<file path="src/rtl/thor2024_nop_squash_pkg.sv">
// Shared types for the NOP-squash stage: instruction word, opcodes and NOP classes.
// Pure declarations; no logic and no latency.
// No flow control here; the handshake lives in the top module.
package thor2024_nop_squash_pkg;

  localparam int PFX_MAX_DEF = 2;

  localparam logic [6:0] OP_NOP   = 7'h01;
  localparam logic [6:0] OP_ENTER = 7'h02;
  localparam logic [6:0] OP_LEAVE = 7'h03;
  localparam logic [6:0] OP_PUSH  = 7'h04;
  localparam logic [6:0] OP_POP   = 7'h05;
  localparam logic [6:0] OP_ATOM  = 7'h06;
  localparam logic [6:0] OP_PFX   = 7'h07;
  localparam logic [6:0] OP_ADD   = 7'h10;
  localparam logic [6:0] OP_SUB   = 7'h11;
  localparam logic [6:0] OP_LDO   = 7'h20;

  typedef struct packed {
    logic [24:0] payload;
    logic [6:0]  opcode;
  } instruction_t;

  // Prefix slots attached to one instruction, oldest in slot 0.
  typedef instruction_t [PFX_MAX_DEF-1:0] pfx_vec_t;

  // Values are the bit positions in sq_mask; NC_NONE never squashes.
  typedef enum logic [2:0] {
    NC_NOP   = 3'd0,
    NC_ENTER = 3'd1,
    NC_LEAVE = 3'd2,
    NC_PUSH  = 3'd3,
    NC_POP   = 3'd4,
    NC_ATOM  = 3'd5,
    NC_NONE  = 3'd7
  } nop_class_t;

  // Only the opcode decides the class, so only the opcode is passed in.
  function automatic nop_class_t fnNopClass(input logic [6:0] op);
    case (op)
      OP_NOP:   return NC_NOP;
      OP_ENTER: return NC_ENTER;
      OP_LEAVE: return NC_LEAVE;
      OP_PUSH:  return NC_PUSH;
      OP_POP:   return NC_POP;
      OP_ATOM:  return NC_ATOM;
      default:  return NC_NONE;
    endcase
  endfunction

endpackage

</file>
<file path="src/rtl/thor2024_nop_squash_lane_compact.sv">
// Packs kept lanes, with their prefixes, toward lane 0 in program order.
// Combinational, zero latency.
// No flow control; unused output slots are driven to zero.
module thor2024_nop_squash_lane_compact
  import thor2024_nop_squash_pkg::*;
#(
  parameter int LANES   = 4,
  parameter int PFX_MAX = 2,
  parameter int CW      = 2,
  parameter int NW      = 3
) (
  input  logic         [LANES-1:0]                keep_i,
  input  instruction_t [LANES-1:0]                instr_i,
  input  instruction_t [LANES-1:0][PFX_MAX-1:0]   pfx_i,
  input  logic         [LANES-1:0][CW-1:0]        pfx_cnt_i,
  output logic         [LANES-1:0]                lane_v_o,
  output instruction_t [LANES-1:0]                instr_o,
  output instruction_t [LANES-1:0][PFX_MAX-1:0]   pfx_o,
  output logic         [LANES-1:0][CW-1:0]        pfx_cnt_o,
  output logic         [NW-1:0]                   n_o
);

  int pos;

  // Walk input lanes in order; each kept lane lands in the next free output slot.
  always_comb begin
    lane_v_o  = '0;
    instr_o   = '0;
    pfx_o     = '0;
    pfx_cnt_o = '0;
    pos       = 0;
    for (int i = 0; i < LANES; i++) begin
      if (keep_i[i]) begin
        for (int j = 0; j < LANES; j++) begin
          if (j == pos) begin
            instr_o[j]   = instr_i[i];
            pfx_o[j]     = pfx_i[i];
            pfx_cnt_o[j] = pfx_cnt_i[i];
          end
        end
        pos = pos + 1;
      end
    end
    for (int j = 0; j < LANES; j++) begin
      lane_v_o[j] = (j < pos);
    end
    n_o = NW'(pos);
  end

endmodule

</file>
<file path="src/rtl/thor2024_nop_squash.sv">
// Squashes NOP-class lanes, attaches prefixes to the next survivor and compacts the group.
// Latency: exactly one cycle from accept to registered output.
// Backpressure: in_ready = !out_valid | out_ready; output held while out_valid & !out_ready.
module thor2024_nop_squash
  import thor2024_nop_squash_pkg::*;
#(
  parameter int LANES   = 4,
  parameter int PFX_MAX = 2,
  parameter int CNT_W   = 32,
  localparam int CW     = $clog2(PFX_MAX + 1),
  localparam int NW     = $clog2(LANES + 1)
) (
  input  logic                                    clk,
  input  logic                                    rst,
  input  logic                                    flush,
  input  logic         [5:0]                      sq_mask,
  input  logic                                    in_valid,
  output logic                                    in_ready,
  input  logic         [LANES-1:0]                in_lane_v,
  input  instruction_t [LANES-1:0]                in_instr,
  output logic                                    out_valid,
  input  logic                                    out_ready,
  output logic         [LANES-1:0]                out_lane_v,
  output instruction_t [LANES-1:0]                out_instr,
  output instruction_t [LANES-1:0][PFX_MAX-1:0]   out_pfx,
  output logic         [LANES-1:0][CW-1:0]        out_pfx_cnt,
  output logic                                    pfx_ovf,
  output logic         [CNT_W-1:0]                nop_count
);

  logic                                  accept;
  logic         [LANES-1:0]              keep;
  instruction_t [LANES-1:0][PFX_MAX-1:0] lane_pfx;
  logic         [LANES-1:0][CW-1:0]      lane_cnt;
  instruction_t [PFX_MAX-1:0]            pend_q, pend_d;
  logic         [CW-1:0]                 pend_cnt_q, pend_cnt_d;
  logic                                  ovf_d;
  int                                    cnt;
  int                                    sq_n;
  logic                                  run;
  nop_class_t                            cls;

  logic         [LANES-1:0]              c_lane_v;
  instruction_t [LANES-1:0]              c_instr;
  instruction_t [LANES-1:0][PFX_MAX-1:0] c_pfx;
  logic         [LANES-1:0][CW-1:0]      c_pfx_cnt;
  logic         [NW-1:0]                 c_n;

  logic                                  out_valid_q;
  logic         [LANES-1:0]              out_lane_v_q;
  instruction_t [LANES-1:0]              out_instr_q;
  instruction_t [LANES-1:0][PFX_MAX-1:0] out_pfx_q;
  logic         [LANES-1:0][CW-1:0]      out_pfx_cnt_q;
  logic                                  pfx_ovf_q;
  logic         [CNT_W-1:0]              nop_count_q, nop_count_d;
  logic         [CNT_W:0]                nop_sum;

  assign in_ready = !out_valid_q | out_ready;
  assign accept   = in_valid & in_ready;

  // Scan lanes in program order: classify, run the prefix machine, mark survivors.
  always_comb begin
    keep     = '0;
    lane_pfx = '0;
    lane_cnt = '0;
    pend_d   = pend_q;
    cnt      = int'(pend_cnt_q);
    ovf_d    = 1'b0;
    sq_n     = 0;
    run      = 1'b1;
    cls      = NC_NONE;
    for (int i = 0; i < LANES; i++) begin
      // A hole in in_lane_v ends the group; later lanes are ignored.
      run = run & in_lane_v[i];
      if (run) begin
        if (in_instr[i].opcode == OP_PFX) begin
          if (cnt == PFX_MAX) begin
            ovf_d = 1'b1;
          end else begin
            for (int s = 0; s < PFX_MAX; s++) begin
              if (s == cnt) pend_d[s] = in_instr[i];
            end
            cnt = cnt + 1;
          end
        end else begin
          cls = fnNopClass(in_instr[i].opcode);
          if (cls != NC_NONE && sq_mask[cls]) begin
            sq_n = sq_n + 1;
          end else begin
            keep[i]     = 1'b1;
            lane_pfx[i] = pend_d;
            lane_cnt[i] = CW'(cnt);
          end
          // Kept or squashed, this lane consumes whatever prefixes were pending.
          pend_d = '0;
          cnt    = 0;
        end
      end
    end
    pend_cnt_d = CW'(cnt);
  end

  assign nop_sum     = {1'b0, nop_count_q} + (CNT_W + 1)'(sq_n);
  assign nop_count_d = nop_sum[CNT_W] ? '1 : nop_sum[CNT_W-1:0];

  thor2024_nop_squash_lane_compact #(
    .LANES   (LANES),
    .PFX_MAX (PFX_MAX),
    .CW      (CW),
    .NW      (NW)
  ) u_compact (
    .keep_i    (keep),
    .instr_i   (in_instr),
    .pfx_i     (lane_pfx),
    .pfx_cnt_i (lane_cnt),
    .lane_v_o  (c_lane_v),
    .instr_o   (c_instr),
    .pfx_o     (c_pfx),
    .pfx_cnt_o (c_pfx_cnt),
    .n_o       (c_n)
  );

  // Output register, pending prefixes, overflow flag and counter; flush beats accept.
  always_ff @(posedge clk or negedge rst) begin
    if (!rst) begin
      out_valid_q   <= 1'b0;
      out_lane_v_q  <= '0;
      out_instr_q   <= '0;
      out_pfx_q     <= '0;
      out_pfx_cnt_q <= '0;
      pend_q        <= '0;
      pend_cnt_q    <= '0;
      pfx_ovf_q     <= 1'b0;
      nop_count_q   <= '0;
    end else if (flush) begin
      out_valid_q <= 1'b0;
      pend_q      <= '0;
      pend_cnt_q  <= '0;
    end else if (accept) begin
      // An all-squashed group loads an empty result and produces no beat.
      out_valid_q   <= (c_n != '0);
      out_lane_v_q  <= c_lane_v;
      out_instr_q   <= c_instr;
      out_pfx_q     <= c_pfx;
      out_pfx_cnt_q <= c_pfx_cnt;
      pend_q        <= pend_d;
      pend_cnt_q    <= pend_cnt_d;
      pfx_ovf_q     <= pfx_ovf_q | ovf_d;
      nop_count_q   <= nop_count_d;
    end else if (out_ready) begin
      out_valid_q <= 1'b0;
    end
  end

  assign out_valid   = out_valid_q;
  assign out_lane_v  = out_lane_v_q;
  assign out_instr   = out_instr_q;
  assign out_pfx     = out_pfx_q;
  assign out_pfx_cnt = out_pfx_cnt_q;
  assign pfx_ovf     = pfx_ovf_q;
  assign nop_count   = nop_count_q;

endmodule

</file>
<file path="config.mk">
export PLATFORM = sky130hd
export DESIGN_NAME = thor2024_nop_squash
export DESIGN_NICKNAME = d
export VERILOG_FILES = /design/src/rtl/thor2024_nop_squash_pkg.sv /design/src/rtl/thor2024_nop_squash_lane_compact.sv /design/src/rtl/thor2024_nop_squash.sv
export SDC_FILE = /design/constraint.sdc
export NUM_CORES = 1
export LEC_CHECK = 0
export CORE_MARGIN = 5
export CORE_UTILIZATION = 42
export CTS_CLUSTER_SIZE = 20
export DETAILED_ROUTE_END_ITERATION = 7
export PLACE_DENSITY = 0.66
export SLEW_MARGIN = 25
export SYNTH_ARGS = -nofsm -noshare
export SYNTH_HDL_FRONTEND = slang
export SYNTH_SLANG_ARGS = --single-unit
</file>
<file path="constraint.sdc">
create_clock -name clk -period 4.6 [get_ports clk]
set_input_delay 1.15 -clock clk [delete_from_list [all_inputs] [get_ports clk]]
set_output_delay 1.15 -clock clk [all_outputs]
set_load 0.005 [all_outputs]
</file>
Word level (Yosys, flattened, before mapping)
Cells that the tools add are included.
Widths: inputs -> output; s select.

cells by class
  shifts and indexed selects = 0
  equal/unequal tests = 49
  reduce and logical (&&, ||, !) cells = 16
  bitwise operators = 7
  add/subtract/negate cells = 11
  divide/modulo/power cells = 0
  $mul = 0
  $lt $le $gt $ge = 8
  muxes and demuxes = 172

operators with widths
  cell                   number
  $mux 64                39
  $mux 32                42
  $mux 256               3
  $mux 128               3
  $add 32x2->32 const B  7
  $logic_not 32->1       6
  $eq 2x32->1 const A    5
  $eq 3x32->1 const A    4
  $eq 7x3->1 const B     16
  $eq 32x3->1 const B    3
  $pmux 3 s6             4
  $lt 3x32->1 const A    2
  $mux 2                 30
  $eq 7x2->1 const B     8
  $mux 1                 35
  $add 32x33->33         1
  $lt 1x32->1 const A    1
  $lt 2x32->1 const A    1
  $eq 7x1->1 const B     4
  $mux 3                 9
  $mux 8                 3
  $lt 3x4->1 const B     4
  $bmux 1 s3             4
  $ne 3x3->1 const B     4
  other kinds (16)       25

storage, ports and cells
  bits in read-only memories = 0
  latch bits = 0
  register bits = 496
  word-level logic and storage cells = 300
  memory bits (writable) = 0
  memories kept = 0
  output and inout port bits = 431

Logic depth before layout (Yosys ltp)
Gate-level depths: netlist of run 1.

  word-level depth = 24
  mapped depth = 24
  gate-level depth less buffers = 22

By module
Synthesis of run 1 repeated with hierarchy kept, for this count alone.

second synthesis, totals
  cells, all modules = 4480
  area, all modules = 32585.0 µm²

by module, submodules not included
  module                            times used  cells each  seq. area each (µm²)  area each (µm²)
  thor2024_nop_squash               1           3009        12411.9               24044.3
  thor2024_nop_squash_lane_compact  1           1471        0.0                   8540.7

Worst setup path after synthesis of run 1
Ideal clock, no wire load.

  path kind = input to register
  start point = input port in_lane_v[0]
  end point = register nop_count_q[26] (netlist: nop_count[26])
  buffers on the path = 4
  arrival time = 5.715 ns
  cell stages on the path = 23
  setup slack = -1.249 ns
  data required time = 4.466 ns
  cell sequence = buf_2 -> clkbuf_1 -> inv_1 -> a21oi_1 -> buf_2 -> buf_1 -> and3_1 -> ha_1 -> mux2_2 -> ha_1 -> mux2_2 -> ha_1 -> mux2_2 -> inv_1 -> fa_1 -> nor2b_1 -> o21ai_0 -> nand2b_1 -> nand4_1 -> nor3_1 -> nand3_1 -> xor2_1 -> nand2_1

on the way
  longest elaborated chain between the ends = 15
  elaborated cells on any way between the ends = 18

RTL lines
  what                  RTL line                    text
  from (decl)           thor2024_nop_squash.sv:19   input logic [LANES-1:0] in_lane_v,
  $mux 1                thor2024_nop_squash.sv:75   if (run) begin
  $add 32x2->32         thor2024_nop_squash.sv:88   sq_n = sq_n + 1;
  $mux 32               thor2024_nop_squash.sv:87   if (cls != NC_NONE && sq_mask[cls]) begin
  $mux 32               thor2024_nop_squash.sv:76   if (in_instr[i].opcode == OP_PFX) begin
  $mux 32               thor2024_nop_squash.sv:75
  $add 32x2->32         thor2024_nop_squash.sv:88
  $mux 32               thor2024_nop_squash.sv:87
  $mux 32               thor2024_nop_squash.sv:76
  $mux 32               thor2024_nop_squash.sv:75
  $add 32x2->32         thor2024_nop_squash.sv:88
  $mux 32               thor2024_nop_squash.sv:87
  $mux 32               thor2024_nop_squash.sv:76
  $mux 32 (*)           thor2024_nop_squash.sv:75
  $add 32x33->33 (*)    thor2024_nop_squash.sv:103  assign nop_sum = {1'b0, nop_count_q} + (CNT_W + 1)'(sq_n);
  $mux 32 (*)           thor2024_nop_squash.sv:104  assign nop_count_d = nop_sum[CNT_W] ? '1 : nop_sum[CNT_W-1:0];
  to (signal assigned)  thor2024_nop_squash.sv:149  nop_count_q <= nop_count_d;
  to (decl)             thor2024_nop_squash.sv:55   logic [CNT_W-1:0] nop_count_q, nop_count_d;

Every way passes the cells marked *; elsewhere a longest branch is shown, timed or not.
A chain may end at the register's enable or synchronous reset.

Final worst setup path of run 1
  start point = input port in_instr[36] in the netlist's numbering
  end point = register nop_count_q[27] (netlist: nop_count[27])

on the way
  longest elaborated chain between the ends = 20
  elaborated cells on any way between the ends = 27

RTL lines
  what                                RTL line                       text
  from (decl)                         thor2024_nop_squash.sv:20      input instruction_t [LANES-1:0] in_instr,
  $eq 7x3->1 (tied with other cells)  thor2024_nop_squash_pkg.sv:40  case (op)
  $pmux 3 s6                          thor2024_nop_squash_pkg.sv:40
  $mux 3                              thor2024_nop_squash.sv:76
  $mux 3                              thor2024_nop_squash.sv:75
  $bmux 1 s3                          thor2024_nop_squash.sv:87
  $mux 1 (not written as such)        thor2024_nop_squash.sv:87
  $logic_and 1x1->1                   thor2024_nop_squash.sv:87
  $mux 32                             thor2024_nop_squash.sv:87
  (+4 left out)                       --
  $mux 32                             thor2024_nop_squash.sv:76
  $mux 32 (*)                         thor2024_nop_squash.sv:75
  $add 32x2->32                       thor2024_nop_squash.sv:88
  $mux 32                             thor2024_nop_squash.sv:87
  $mux 32                             thor2024_nop_squash.sv:76
  $mux 32 (*)                         thor2024_nop_squash.sv:75
  $add 32x33->33 (*)                  thor2024_nop_squash.sv:103
  $mux 32 (*)                         thor2024_nop_squash.sv:104

Every way passes the cells marked *; elsewhere a longest branch is shown, timed or not. The select of a mux whose other input is x is not followed.

==> results of run 1 <==
state kept, by name, indices dropped and copies added (netlist names):
| signal | cells |
|---|---|
| out_lane_v | 4 |
| nop_count | 32 |
| pend_q | 64 |
| pfx_ovf | 1 |
| out_pfx | 256 |
| out_valid | 1 |
| out_instr | 128 |
| pend_cnt_q | 2 |
| out_pfx_cnt | 8 |
critical path: cells and delay by family:
kind                     cells  cell delay (ps)
AND/OR/NAND/NOR              6             1780
AO/OA/AOI/OAI                4              460
buffers and inverters        2              180
multiplexers                 3              860
adder cells (fa/ha/maj)      4              880
routing by layer:
| layer | GRT usage, % | vias up |
|---|---|---|
| met5 | 0 | - |
| met4 | 14.85 | 2 |
| met3 | 10.30 | 371 |
| met2 | 52.56 | 1840 |
| met1 | 49.18 | 14730 |
| li1 | - | 13330 |
final timing paths:
| path | end | slack [ps] | cells after the start |
|---|---|---|---|
| max | nop_count[27] | -110 | 19 |
| min | pfx_ovf | 480 | 1 |
| max reg2reg | out_pfx[232] | 600 | 19 |
| min reg2reg | pfx_ovf | 480 | 1 |
| max in group asynchronous | out_pfx[157] | 3070 | 2 |
| min in group asynchronous | out_instr[97] | 560 | 1 |
cell usage after synthesis (6+ instances only):
library cell,count,area (sq um)
or3_1,8,50.05
clkbuf_1,247,927.1
nand4_1,10,62.56
a32oi_1,7,61.31
nor2_1,384,1441
dfrtp_1,496,12410
a31oi_1,14,87.58
buf_1,16,60.06
nor2b_1,7,43.79
a221o_1,128,1281
nand3b_1,6,45.04
nand2b_1,8,50.05
o21ai_1,93,465.5
and3_1,71,444.2
ha_1,31,387.9
a22o_1,6,52.55
and2_0,9,56.30
nor3_1,78,390.4
o211ai_1,35,262.8
nand3_1,24,120.1
buf_2,24,120.1
xnor2_1,10,87.58
a21o_1,7,52.55
o31ai_1,36,270.3
a221oi_1,106,928.4
o2bb2ai_2,6,90.09
mux2i_1,115,1151
inv_1,29,108.9
and2_1,28,175.2
o2bb2ai_1,43,376.6
o21a_1,10,75.07
xor2_1,17,148.9
nand2_1,342,1284
o21ai_0,288,1441
a21oi_1,357,1787
layout make-up:
class / count / share of cell area [%]
sequential: 496 / 30.52
clock inverter: 21 / 0.6123
multi-input combinational: 2366 / 36.35
antenna: 6 / 0.03692
tap: 864 / 2.658
inverter: 30 / 0.2830
timing repair buffer: 1060 / 25.43
clock buffer: 81 / 4.107
repair_timing:
| action | 4_1_cts | 5_1_grt |
|---|---|---|
| buffers inserted | 12 | 16 |
| pin swaps | 20 | 42 |
| resized for setup | 86 | 120 |
| cloned | 0 | 8 |
| setup endpoints to repair | 364 | 393 |
metrics by stage:
step / setup TNS, ps / worst slack, ps
floorplan: -21090 / -762.3
global placement: -368490 / -1252
detailed placement: -392750 / -1274
global route: -1409 / -244.2
CTS: 0 / 0.5396
finish: -312.6 / -111.5
report_power, final:
part	switching, mW	internal, mW	total (mW)
clock	1.99	2.75	4.74
combinational	1.53	1.40	2.93
sequential	0.260	4.73	4.99
total	3.79	8.88	12.7
logic make-up after synthesis:
logic type      after synthesis  share of synthesized area (%)
compound gates             1171                          27.35
xor+xnor                     27                         0.8551
fa+ha+maj                    32                          1.475
buf+inv                     323                          4.651
flops                       496                          44.88
mux                         120                          4.407
simple gates               1016                          16.38
==> results.yml, run 1 <==
outcome:
  status: "finished, violations left"
  violations: "negative setup slack"
floorplanning:
  die_area_sq_um: 71070
  ioPinCount: 574
  initial_core_util_pct: 42.21
  die_y_um: 266.6
  core_area_sq_um: 65510
  rows: 94
  die_w_um: 266.6
sta:
  setup_viol: 5
  finalCriticalPeriod_ps: 4712
  skew_ps: 38.07
  tightest_slew_ps: 1051
  finalMaxSlewViolations: 0
  hold_violations: 0
  fin_crit_sh_pct: 102.4
  grt_setup_unrepaired: "true"
  fin_ws_ps: -111.5
  finalHoldWorstSlack_ps: 476.8
  max-slew-margin-rel_pct: 29.92
  max_freq_ghz: 0.2122
routing:
  wl_met1_um: 54150
  post_drt_wl_per_cell_um: 27.38
  wl_met3_um: 15820
  firstDrtPassIters: 6
  highest_layer: "met5"
  drc: 0
  via_count: 30270
  wl_met2_um: 58050
  drtIter0Drc: 3901
  totalWireLength_um: 134800
  viasPerCell: 6.147
  ant_nets: 0
run:
  maxCapViolCount: 0
place:
  port_buffers: 573
  placedCellCount: 4779
  dp_hpwl_um: 95010
  gp_congestion: 0.9747
  dpl-instance-area_sq_um: 37840
synthesis:
  synthArstFlopShare_pct: 100.0
  syn_avg_cell_area_sq_um: 8.682
  postSynthNetCount: 3360
  ys_ff_latch: 496
  syn_area_sq_um: 27650
  synth-warning-count: 0
  synth_edf_count: 0
  synth.distinct_cells: 78
  synth-seq-area-share_pct: 44.88
  ys.flop_type: "dfrtp_1"
  syn_inst: 3185
global_routing:
  grt.total_usage_pct: 35.56
  antenna_found_initial: 4
  first_global_vias: 28840
  grt_max_degree: 97
  grt_pass1_wl_um: 193900
  gr-total-overflow: 0
clock_network:
  clk_path_buf_depth: 3
  cts_tree: "done"
  clk_pin_slew_ps: 60
  cts_sinks: 496
  postCtsHoldBufs: 0
  cts_inserted_buffers: 58
  cts_max_level: 2
  clock_latency_ps: 650
  clock_tree.root_cell: "clkbuf_16"
power_and_ir_drop:
  peakVddDrop_v: 0.0003036
  power_mw: 12.66
  p_leak_nw: 17.63
  p_per_area_nw_per_um2: 311.4
layout:
  final_util_pct: 62.08
  final_cells: 4924
  drive_above_1_share_pct: 18.65
  final_cell_mix: "550 x clkdlybuf4s50_1, 496 x dfrtp_1, 397 x buf_4"
  multiInputGateArea_sq_um: 14780
  nNetsFinal: 4187
  final_common_cell: "clkdlybuf4s50_1"
  design_area_sq_um: 40670
  syn2layout_area_growth_pct: 47.07
  seqCellArea_sq_um: 12410
  fillers: 5610
setup_path:
  critical_path_class: "in2reg"
  crit_arrival_ps: 5280
  cp_slowest_cell: "or4_4"
  crit_start: "in_instr[36]"
  crit_fanout: 6
  cpPeakStageDelay_ps: 570
  startpoint_type: "primary input"
  crit_required_ps: 5170
  end_kind: "flip-flop"
  cpMostUsedCell: "ha_4"
  r2r-start: "pend_cnt_q[0]"
  path_cells: "buf_8 > or4_4 > nor2_4 > o21ai_2 > inv_2 > ha_4 > mux2_4 > ha_4 > mux2_4 > ha_4 > mux2_4 > ha_4 > a21o_1 > a21oi_2 > nor2b_2 > o211ai_1 > or4_4 > or3_1 > nand3_1"
hold_path:
  hold_start: "pfx_ovf"
  hp-class: "reg2reg"
(Power assumes the default switching activity.)
==> inputs of run 2 (changes only) <==
CORE_MARGIN = 1.5   (was 5)
SETUP_SLACK_MARGIN = 0.3   (was not set)
SLEW_MARGIN = not set   (was 25)
==> results.yml, run 2 (synthesis gave the netlist of run 1 again) <==
routing:
  firstDrtPassIters: 7
  post_drt_wl_per_cell_um: 27.95
  totalWireLength_um: 139600
  drc: 0
  via_count: 31690
  ant_nets: 0
  viasPerCell: 6.342
  drtIter0Drc: 3583
clock_network:
  clk_pin_slew_ps: 70
  cts_max_level: 2
  cts_sinks: 496
  clock_tree.root_cell: "clkbuf_16"
  cts_tree: "done"
  clock_latency_ps: 630
  postCtsHoldBufs: 0
  cts_inserted_buffers: 56
  clk_path_buf_depth: 3
setup_path:
  cpMostUsedCell: "ha_4"
  crit_required_ps: 5170
  crit_arrival_ps: 5330
  crit_family: "simple AND/OR/NAND/NOR gates"
  critPathBufInv: 2
  crit_fanout: 6
  startpoint_type: "primary input"
  end_kind: "flip-flop"
  reg2reg_slack_ps: 600
  path_cells: "buf_4 > buf_4 > and3b_1 > a21oi_2 > o2bb2ai_2 > and3_4 > ha_4 > mux2_4 > ha_4 > mux2_4 > ha_4 > mux2_4 > ha_4 > a21o_1 > a21oi_2 > nor2b_2 > o211ai_1 > or4_4 > or3_1 > nand3_2"
  cpPeakStageDelay_ps: 500
  cp_slowest_cell: "or4_4"
  critical_path_class: "in2reg"
layout:
  drive_above_1_share_pct: 27.04
  final_util_pct: 68.21
  final_common_cell: "clkdlybuf4s50_1"
  final_cells: 4997
  largest_reg_flops: 256
  syn2layout_area_growth_pct: 59.87
  final_cell_mix: "550 x clkdlybuf4s50_1, 496 x dfrtp_1, 378 x buf_4"
  nNetsFinal: 4271
global_routing:
  antenna_found_initial: 4
  grt_max_degree: 130
  first_global_vias: 30680
  grt_pass1_wl_um: 201500
  gr-total-overflow: 0
  grt.total_usage_pct: 39.64
sta:
  max_freq_ghz: 0.2098
  setup_viol: 28
  finalMaxSlewViolations: 0
  finalCriticalPeriod_ps: 4767
  hold_violations: 0
  fin_crit_sh_pct: 103.6
  skew_ps: 24.19
  tightest_slew_ps: 1031
  finalHoldWorstSlack_ps: 479.0
  fin_ws_ps: -166.7
  grt_setup_unrepaired: "true"
  max-slew-margin-rel_pct: 30.98
place:
  placedCellCount: 4796
  port_buffers: 573
  gp_congestion: 0.9651
  dp_hpwl_um: 96180
power_and_ir_drop:
  p_per_area_nw_per_um2: 291.5
  p_leak_nw: 18.56
  peakVddDrop_v: 0.0003021
run:
  maxCapViolCount: 0
floorplanning:
  rows: 93
  ioPinCount: 574
  core_area_sq_um: 64810
  die_w_um: 259.6
  initial_core_util_pct: 42.67
  die_area_sq_um: 67390
  die_y_um: 259.6
outcome:
  status: "finished, violations left"
  violations: "negative setup slack"
hold_path:
  hp-class: "reg2reg"
## run 2: report_power, final
| group | switching [mW] | total, mW | internal [mW] |
|---|---|---|---|
| registers | 0.292 | 5.02 | 4.73 |
| logic | 1.65 | 3.18 | 1.53 |
| clock network | 1.97 | 4.68 | 2.71 |
## run 2: area by class of cell
cell class | count | area [sq um]
Tap cell | 855 | 1070
Inverter | 30 | 115.1
Timing Repair Buffer | 1146 | 11750
Clock inverter | 24 | 270.3
Sequential cell | 496 | 12410
Clock buffer | 77 | 1602
Antenna cell | 3 | 7.507
Multi-Input combinational cell | 2366 | 16980
Fill cell | 4991 | 20610
## run 2: layer usage
metal	share of wire [%]	vias to the layer above	track usage, %
met2	44	2070	60.80
li1	-	13500	-
met1	40	15720	53.77
met4	5.3	2	17.75
met5	0.0093	-	0
met3	10	400	8.499
## run 2: metrics by stage
stage	cell area [sq um]	setup slack, ps	TNS, ps	power (mW)
3_3_place_gp	38270	-1368	-357850	7.872
2_1_floorplan	28030	-762.3	-27230	6.016
3_5_place_dp	38270	-1419	-383740	7.915
6_report	44210	-166.7	-2549	12.88
5_1_grt	44210	-274.4	-5621	13.25
4_1_cts	42300	-43.76	-56.75	12.71
## run 2: worst register-to-register path, delay by kind of cell (launching register included)
family	cells	cell delay [ps]
buffers and inverters	8	1200
AOI/OAI and AO/OA	4	880
adders and majority gates	3	670
and+or+nand+nor	4	510
DFF	1	420
muxes	1	200
## run 2: what timing repair did
item / 4_1_cts / 5_1_grt
gates resized for setup: 379 / 407
endpoints found under the setup margin: 432 / 354
buffers inserted: 49 / 34
cloned: 12 / 2
pin swaps: 96 / 211
## run 2: worst paths after layout
kind | start | to | depth (start not counted)
max | in_instr[0] | nop_count[27] | 20
max reg2reg | pend_cnt_q[0] | pend_q[40] | 20
min | pfx_ovf | pfx_ovf | 1
min in group asynchronous | rst | out_instr[67] | 1
max in group asynchronous | rst | out_instr[21] | 2
min reg2reg | pfx_ovf | pfx_ovf | 1
